## config.mk

```make
export PLATFORM = sky130hd
export DESIGN_NAME = mmio_perf_counter_bank_flat
export DESIGN_NICKNAME = d
export VERILOG_FILES = /design/src/rtl/mmio_perf_counter_bank_if.sv /design/src/rtl/mmio_perf_counter_bank.sv /design/src/flat_wrapper.sv
export SDC_FILE = /design/constraint.sdc
export NUM_CORES = 1
export LEC_CHECK = 0
export ABC_AREA = 1
export ABC_CLOCK_PERIOD_IN_PS = 7200
export CORE_MARGIN = 4
export CORE_UTILIZATION = 49
export DETAILED_ROUTE_END_ITERATION = 8
export GPL_TIMING_DRIVEN = 0
export HOLD_SLACK_MARGIN = 0.1
export PLACE_DENSITY = 0.77
export SETUP_SLACK_MARGIN = 0.4
export SLEW_MARGIN = 20
export SYNTH_ARGS = -nofsm -noshare
export SYNTH_HDL_FRONTEND = slang
export SYNTH_SLANG_ARGS = --single-unit
```

## constraint.sdc

```tcl
create_clock -name clk -period 7.2 [get_ports clk]
set_input_delay 2.16 -clock clk [delete_from_list [all_inputs] [get_ports clk]]
set_output_delay 2.16 -clock clk [all_outputs]
set_load 0.03 [all_outputs]
```

## src/rtl/mmio_perf_counter_bank_if.sv

```systemverilog
// Load/store bus between the CPU IO region and the performance counter bank.
// The CPU store path drives wr_*, the load path drives rd_* and samples
// rd_data/rd_hit one cycle later.
interface mmio_perf_counter_bank_if;
    logic        wr_en;
    logic [31:0] wr_addr;
    logic [31:0] wr_data;
    logic        rd_en;
    logic [31:0] rd_addr;
    logic [31:0] rd_data;
    logic        rd_hit;

    modport master (
        output wr_en, wr_addr, wr_data, rd_en, rd_addr,
        input  rd_data, rd_hit
    );

    modport slave (
        input  wr_en, wr_addr, wr_data, rd_en, rd_addr,
        output rd_data, rd_hit
    );
endinterface

```

## src/rtl/mmio_perf_counter_bank.sv

```systemverilog
// Memory-mapped bank of NUM_CNT event counters with a global enable, an
// atomic clear, sticky W1C overflow flags and tear-free 64-bit reads through
// per-counter high-word shadows captured on every CNT_LO read.
// Optional build macro PERF_CNT_SAT_EN: counters saturate at all-ones
// instead of wrapping; overflow is flagged either way.
module mmio_perf_counter_bank #(
    parameter int          NUM_CNT    = 8,
    parameter int          CNT_WIDTH  = 48,
    parameter logic [31:0] BASE_ADDR  = 32'h8000_0040,
    parameter logic        RST_EN_VAL = 1'b1
) (
    input  logic                     clk,
    input  logic                     rst,
    input  logic [NUM_CNT-1:0]       inc_en,
    mmio_perf_counter_bank_if.slave  bus,
    output logic                     ovf_any
);

    localparam int          HI_W      = CNT_WIDTH - 32;
    localparam logic [31:0] WIN_BYTES = 32'(32 + 8 * NUM_CNT);
    localparam logic [31:0] ID_VAL    = {8'(CNT_WIDTH), 8'(NUM_CNT), 16'hC0DE};

    // ------------------------------------------------------------------
    // Address decode. Offsets are relative to BASE_ADDR; an address below
    // the base wraps to a huge offset and so falls outside the window.
    // ------------------------------------------------------------------
    logic [31:0] wr_off, rd_off;
    logic [31:0] wr_word, rd_word, rd_rel;
    logic        wr_in_win, rd_in_win;
    logic        wr_ctrl, wr_ovf;
    logic        rd_ctrl, rd_ovf, rd_id, rd_cnt_area;
    logic        clear_req;

    assign wr_off    = bus.wr_addr - BASE_ADDR;
    assign rd_off    = bus.rd_addr - BASE_ADDR;
    assign wr_word   = wr_off >> 2;
    assign rd_word   = rd_off >> 2;
    assign wr_in_win = (wr_off < WIN_BYTES);
    assign rd_in_win = (rd_off < WIN_BYTES);

    assign wr_ctrl   = bus.wr_en && wr_in_win && (wr_word == 32'd0);
    assign wr_ovf    = bus.wr_en && wr_in_win && (wr_word == 32'd1);
    assign clear_req = wr_ctrl && bus.wr_data[1];

    assign rd_ctrl     = bus.rd_en && rd_in_win && (rd_word == 32'd0);
    assign rd_ovf      = bus.rd_en && rd_in_win && (rd_word == 32'd1);
    assign rd_id       = bus.rd_en && rd_in_win && (rd_word == 32'd2);
    assign rd_cnt_area = bus.rd_en && rd_in_win && (rd_word >= 32'd8);
    // Word index within the counter area: even = LO, odd = HI.
    assign rd_rel      = rd_word - 32'd8;

    // ------------------------------------------------------------------
    // Shared state
    // ------------------------------------------------------------------
    logic                enable_q, enable_d;
    logic [NUM_CNT-1:0]  ovf_q, ovf_d;
    logic                ovf_any_q, ovf_any_d;
    logic [31:0]         rd_data_q, rd_data_d;
    logic                rd_hit_q, rd_hit_d;

    logic [NUM_CNT-1:0]                ovf_set;
    logic [NUM_CNT-1:0]                rd_lo_sel, rd_hi_sel;
    logic [NUM_CNT-1:0][CNT_WIDTH-1:0] cnt_all;
    logic [NUM_CNT-1:0][HI_W-1:0]      hi_all;

    // ------------------------------------------------------------------
    // Per-counter datapath: count, overflow detect, high-word shadow.
    // ------------------------------------------------------------------
    genvar gi;
    generate
        for (gi = 0; gi < NUM_CNT; gi++) begin : g_cnt
            logic [CNT_WIDTH-1:0] cnt_q, cnt_d;
            logic [HI_W-1:0]      hi_q, hi_d;
            logic                 ovf_hit;

            assign rd_lo_sel[gi] = rd_cnt_area && (rd_rel == 32'(2 * gi));
            assign rd_hi_sel[gi] = rd_cnt_area && (rd_rel == 32'(2 * gi + 1));

            // Next count: clear dominates, then the registered enable gates
            // the increment; all-ones either wraps or saturates.
            always_comb begin
                cnt_d   = cnt_q;
                ovf_hit = 1'b0;
                if (clear_req) begin
                    cnt_d = '0;
                end else if (enable_q && inc_en[gi]) begin
                    if (&cnt_q) begin
                        ovf_hit = 1'b1;
`ifdef PERF_CNT_SAT_EN
                        cnt_d = cnt_q;
`else
                        cnt_d = '0;
`endif
                    end else begin
                        cnt_d = cnt_q + CNT_WIDTH'(1);
                    end
                end
            end

            // High-word shadow: captured from the same pre-edge count that
            // the LO read returns, so a LO-then-HI pair never tears.
            always_comb begin
                hi_d = hi_q;
                if (clear_req) begin
                    hi_d = '0;
                end else if (rd_lo_sel[gi]) begin
                    hi_d = cnt_q[CNT_WIDTH-1:32];
                end
            end

            // Counter and shadow registers.
            always_ff @(posedge clk or negedge rst) begin
                if (!rst) begin
                    cnt_q <= '0;
                    hi_q  <= '0;
                end else begin
                    cnt_q <= cnt_d;
                    hi_q  <= hi_d;
                end
            end

            assign ovf_set[gi] = ovf_hit;
            assign cnt_all[gi] = cnt_q;
            assign hi_all[gi]  = hi_q;
        end
    endgenerate

    // Control and status next-state: enable follows CTRL writes, overflow
    // flags are sticky with W1C where a fresh overflow beats the clear.
    always_comb begin
        enable_d  = enable_q;
        ovf_d     = ovf_q;
        ovf_any_d = |ovf_q;
        if (wr_ctrl) begin
            enable_d = bus.wr_data[0];
        end
        if (clear_req) begin
            ovf_d = '0;
        end else begin
            if (wr_ovf) begin
                ovf_d = ovf_d & ~bus.wr_data[NUM_CNT-1:0];
            end
            ovf_d = ovf_d | ovf_set;
        end
    end

    // Read mux: all sources are pre-edge register values, so a read that
    // coincides with a write or clear returns the old contents.
    always_comb begin
        rd_data_d = rd_data_q;
        rd_hit_d  = 1'b0;
        if (bus.rd_en) begin
            rd_data_d = '0;
            if (rd_ctrl) begin
                rd_data_d = {31'd0, enable_q};
                rd_hit_d  = 1'b1;
            end
            if (rd_ovf) begin
                rd_data_d = 32'(ovf_q);
                rd_hit_d  = 1'b1;
            end
            if (rd_id) begin
                rd_data_d = ID_VAL;
                rd_hit_d  = 1'b1;
            end
            for (int i = 0; i < NUM_CNT; i++) begin
                if (rd_lo_sel[i]) begin
                    rd_data_d = cnt_all[i][31:0];
                    rd_hit_d  = 1'b1;
                end
                if (rd_hi_sel[i]) begin
                    rd_data_d = 32'(hi_all[i]);
                    rd_hit_d  = 1'b1;
                end
            end
        end
    end

    // Control, status and read-response registers.
    always_ff @(posedge clk or negedge rst) begin
        if (!rst) begin
            enable_q  <= RST_EN_VAL;
            ovf_q     <= '0;
            ovf_any_q <= 1'b0;
            rd_data_q <= '0;
            rd_hit_q  <= 1'b0;
        end else begin
            enable_q  <= enable_d;
            ovf_q     <= ovf_d;
            ovf_any_q <= ovf_any_d;
            rd_data_q <= rd_data_d;
            rd_hit_q  <= rd_hit_d;
        end
    end

    assign bus.rd_data = rd_data_q;
    assign bus.rd_hit  = rd_hit_q;
    assign ovf_any     = ovf_any_q;

endmodule

```

## src/flat_wrapper.sv

```systemverilog
// flat-port wrapper written by rule: the top's interface ports become plain ports
module mmio_perf_counter_bank_flat 
#(
    parameter int          NUM_CNT    = 8,
    parameter int          CNT_WIDTH  = 48,
    parameter logic [31:0] BASE_ADDR  = 32'h8000_0040,
    parameter logic        RST_EN_VAL = 1'b1
)
  (clk, rst, inc_en, ovf_any, bus_wr_en, bus_wr_addr, bus_wr_data, bus_rd_en, bus_rd_addr, bus_rd_data, bus_rd_hit);
  mmio_perf_counter_bank_if bus_i ();
  input  logic clk;
  input  logic rst;
  input  logic [NUM_CNT-1:0] inc_en;
  output logic ovf_any;
  input wire logic [$bits(bus_i.wr_en)-1:0] bus_wr_en;
  input wire logic [$bits(bus_i.wr_addr)-1:0] bus_wr_addr;
  input wire logic [$bits(bus_i.wr_data)-1:0] bus_wr_data;
  input wire logic [$bits(bus_i.rd_en)-1:0] bus_rd_en;
  input wire logic [$bits(bus_i.rd_addr)-1:0] bus_rd_addr;
  output wire logic [$bits(bus_i.rd_data)-1:0] bus_rd_data;
  output wire logic [$bits(bus_i.rd_hit)-1:0] bus_rd_hit;
  assign bus_i.wr_en = bus_wr_en;
  assign bus_i.wr_addr = bus_wr_addr;
  assign bus_i.wr_data = bus_wr_data;
  assign bus_i.rd_en = bus_rd_en;
  assign bus_i.rd_addr = bus_rd_addr;
  assign bus_rd_data = bus_i.rd_data;
  assign bus_rd_hit = bus_i.rd_hit;
  mmio_perf_counter_bank #(.NUM_CNT(NUM_CNT), .CNT_WIDTH(CNT_WIDTH), .BASE_ADDR(BASE_ADDR), .RST_EN_VAL(RST_EN_VAL)) u_core (.clk(clk), .rst(rst), .inc_en(inc_en), .bus(bus_i), .ovf_any(ovf_any));
endmodule
```

==> results.toml <==
[drt]
wl_per_cell_um = 18.8
routed_wl_um = 125000
routed_via_density = 5.64
vias = 37400
route.detailed.drc = 0
antenna_left = 0
drtPass1Iterations = 6
drt_iter0_markers = 4858

[finish]
num-nets-final = 5722
area_growth_pct = 12.5
multi_input_area_mm2 = 0.0182
drive_gt1_share_pct = 7.10
fillers = 7001
seq_area_mm2 = 0.0139

[timing]
rsz0062_at_grt = "true"
slew_headroom_pct = 19.3
clock_skew_ps = 24.7
fin_setup_tns_ps = 0
slew_violations = 0
setup_viol = 0
fin_crit_sh_pct = 92.2
tightest_slew_ps = 1210
min_period_ps = 6640
finalHoldViolations = 0
fmax_ghz = 0.151

[status]
status = "finished clean"

[power]
leakagePower_nw = 22.0
vdd_drop_max_uv = 234
power_density_mw_per_mm2 = 161
p_total_mw = 6.69

[floorplanning]
fp.dieW_um = 283
die_area_mm2 = 0.0800
initial_core_util_pct = 49.6
core_mm2 = 0.0746
rows = 100
io_pins = 142
die_h_um = 283

[worst_setup_path]
cp_slowest_cell = "clkdlybuf4s50_1"
crit_type = "input pin to flip-flop"
slowest_delay_ps = 540
cp-end-kind = "flip-flop"
crit_top_cell = "nand2_1"
critPathMaxFanout = 10
worstPathArrival_ps = 7220
startpoint_type = "input pin"
cp.required_ps = 7780

[global_route]
grt_overflow = 0
grt_max_degree = 99
grt_use_total_pct = 30.4
antenna_found_initial = 2
grt_pass1_wl_um = 191000
first_global_vias = 34100

[clock_network]
clk_pin_slew_worst_paths_ps = 70
cts_tree = "yes"
clock_latency_ps = 650
cts_htree_levels = 2
cts_buffers = 60
cts_root_buffer = "clkbuf_16"
cts_sinks = 555
post_cts_buffers = 0
cts_buffer_depth = 3

[yosys]
ys_seq_elements = 555
synthesis.instances = 5418
ys_types = 77
netlist_top_cells_area = "dfrtp_1 (37%), nand2_1 (12%), inv_1 (11%)"
synth_async_sr_flop_share_pct = 100
yosysTopAreaCell = "dfrtp_1"
ys_seq_area_share_pct = 37.5
synth-edff-count = 0
synthFlopType = "dfrtp_1"
ys_warn_count = 0
synth.top_cell.area_share_pct = 37.5
avgSynthCellArea_um2 = 6.83
synth_area_mm2 = 0.0370
synth_nets = 5543

[min_path]
hold_class = "flip-flop to flip-flop"

[flow_run]
drv_cap = 0

[placed_design]
io_buffers = 111
gp_congestion = 1.08
hpwlAfterDp_um = 96300
==> cell usage after synthesis (6+ instances only) <==
library cell,number
clkbuf_1,71
a21oi_1,174
o31ai_1,8
dfrtp_1,554
nor3b_1,6
buf_2,45
nand3_2,8
buf_4,7
buf_1,6
o211ai_1,36
o221ai_1,10
nand2_2,17
nor4_1,67
buf_6,6
nand3_1,393
o21bai_1,9
inv_2,31
nor2_1,463
or2_1,7
nor3_2,16
xor2_1,131
clkinv_1,7
xnor2_1,21
nor2_4,15
a221oi_1,14
a21o_1,6
nand2_1,1211
nand3b_1,28
a22oi_1,14
o21ai_1,55
or2_2,43
inv_1,1113
nor2_2,46
nand4_1,107
nor3_1,155
ha_1,17
o21ai_0,313
o22ai_1,62
a32oi_1,21
o22ai_2,10
==> state kept, by name, indices dropped and copies added (netlist names) <==
name / cells
u_core.ovf_q: 8
u_core.ovf_any: 1
u_core.bus.rd_hit: 1
u_core.g_cnt.hi_q: 128
u_core.bus.rd_data: 32
u_core.g_cnt.cnt_q: 384
u_core.enable_q: 1
==> logic make-up after synthesis <==
logic type | after synthesis | share of synthesized area, %
flops | 555 | 37.5
simple gates | 2626 | 32.4
compound gates | 774 | 12.3
buf+inv | 1289 | 13.4
fa+ha+maj | 17 | 0.575
xor+xnor | 154 | 3.69
mux | 3 | 0.0846
==> timing repair <==
| item | 4_1_cts | 5_1_grt |
|---|---|---|
| hold buffers | 0 | 0 |
| gates resized for setup | 0 | 12 |
| setup endpoints to repair | 0 | 14 |
==> path summary, 6_finish.rpt <==
kind	startpoint	to	slack, ps	cells past startpoint
hold / removal	u_core.g_cnt[0].cnt_q[5]	u_core.g_cnt[0].cnt_q[5]	480	2
setup reg to reg	u_core.g_cnt[6].cnt_q[0]	u_core.g_cnt[6].cnt_q[39]	2550	24
max in group asynchronous	rst	u_core.g_cnt[7].hi_q[9]	4070	4
hold reg to reg	u_core.g_cnt[0].cnt_q[5]	u_core.g_cnt[0].cnt_q[5]	480	2
setup / recovery	bus_rd_addr[6]	u_core.bus.rd_data[20]	560	30
min in group asynchronous	rst	u_core.g_cnt[0].cnt_q[25]	1420	1
==> metrics by stage <==
step | util, % | hold WS, ps | instance area [µm²] | cells | setup slack [ps]
2_1_floorplan | - | 434 | 37000 | 5418 | 2130
3_3_place_gp | 52.7 | 449 | 39300 | 6498 | -21210
3_5_place_dp | 52.9 | 454 | 39500 | 6504 | 34.5
4_1_cts | 55.8 | 476 | 41600 | 6616 | 712
5_1_grt | 55.8 | 500 | 41600 | 6616 | 404
6_report | 55.8 | 476 | 41600 | 6618 | 564
==> power breakdown <==
part / switching (mW) / leakage, nW / internal (mW) / total, mW
Sequential: 0.00200 / 6.41 / 3.12 / 3.12
Clock: 1.38 / 1.02 / 1.91 / 3.30
Combinational: 0.186 / 14.6 / 0.0871 / 0.273
Total: 1.57 / 22.0 / 5.12 / 6.69
==> per-layer routing <==
layer,global-route usage (%),part of all wire [%],vias to the layer above
li1,-,-,17600
met1,42.7,42,17500
met2,45.3,42,1948
met3,6.31,11,323
met4,14.3,5.4,0
met5,0,0,-
==> final cells by class <==
type                    count  area share, %
flip-flops and latches    555           33.4
plain buffers             137           1.56
multi-input cells        3574           43.7
clock inverters            31          0.944
clock buffers              81           4.09
repair buffers            117           3.08
diodes                      2         0.0120
well taps                 969           2.91
inverters                1152           10.4
==> placed cells by master, fill, tap and decap left out, types with 28 or more instances in the layout <==
| cell type | netlist | routed |
|---|---|---|
| nand2_1 | 1211 | 1211 |
| inv_1 | 1113 | 1113 |
| dfrtp_1 | 554 | 554 |
| nor2_1 | 463 | 463 |
| nand3_1 | 393 | 393 |
| o21ai_0 | 313 | 313 |
| a21oi_1 | 174 | 166 |
| nor3_1 | 155 | 155 |
| xor2_1 | 131 | 131 |
| clkdlybuf4s50_1 | 0 | 110 |
| nand4_1 | 107 | 107 |
| clkbuf_1 | 71 | 80 |
| nor4_1 | 67 | 67 |
| o22ai_1 | 62 | 62 |
| clkbuf_16 | 0 | 61 |
| o21ai_1 | 55 | 54 |
| nor2_2 | 46 | 45 |
| buf_2 | 45 | 44 |
| or2_2 | 43 | 43 |
| o211ai_1 | 36 | 36 |
| inv_2 | 31 | 31 |
| nand3b_1 | 28 | 28 |
==> worst max-delay path, delay by kind of cell <==
kind,cells,cell delay (ps)
buf+inv,6,1340
compound gates,4,940
fa+ha+maj,1,230
simple gates,19,2540
(Power assumes the default switching activity.)
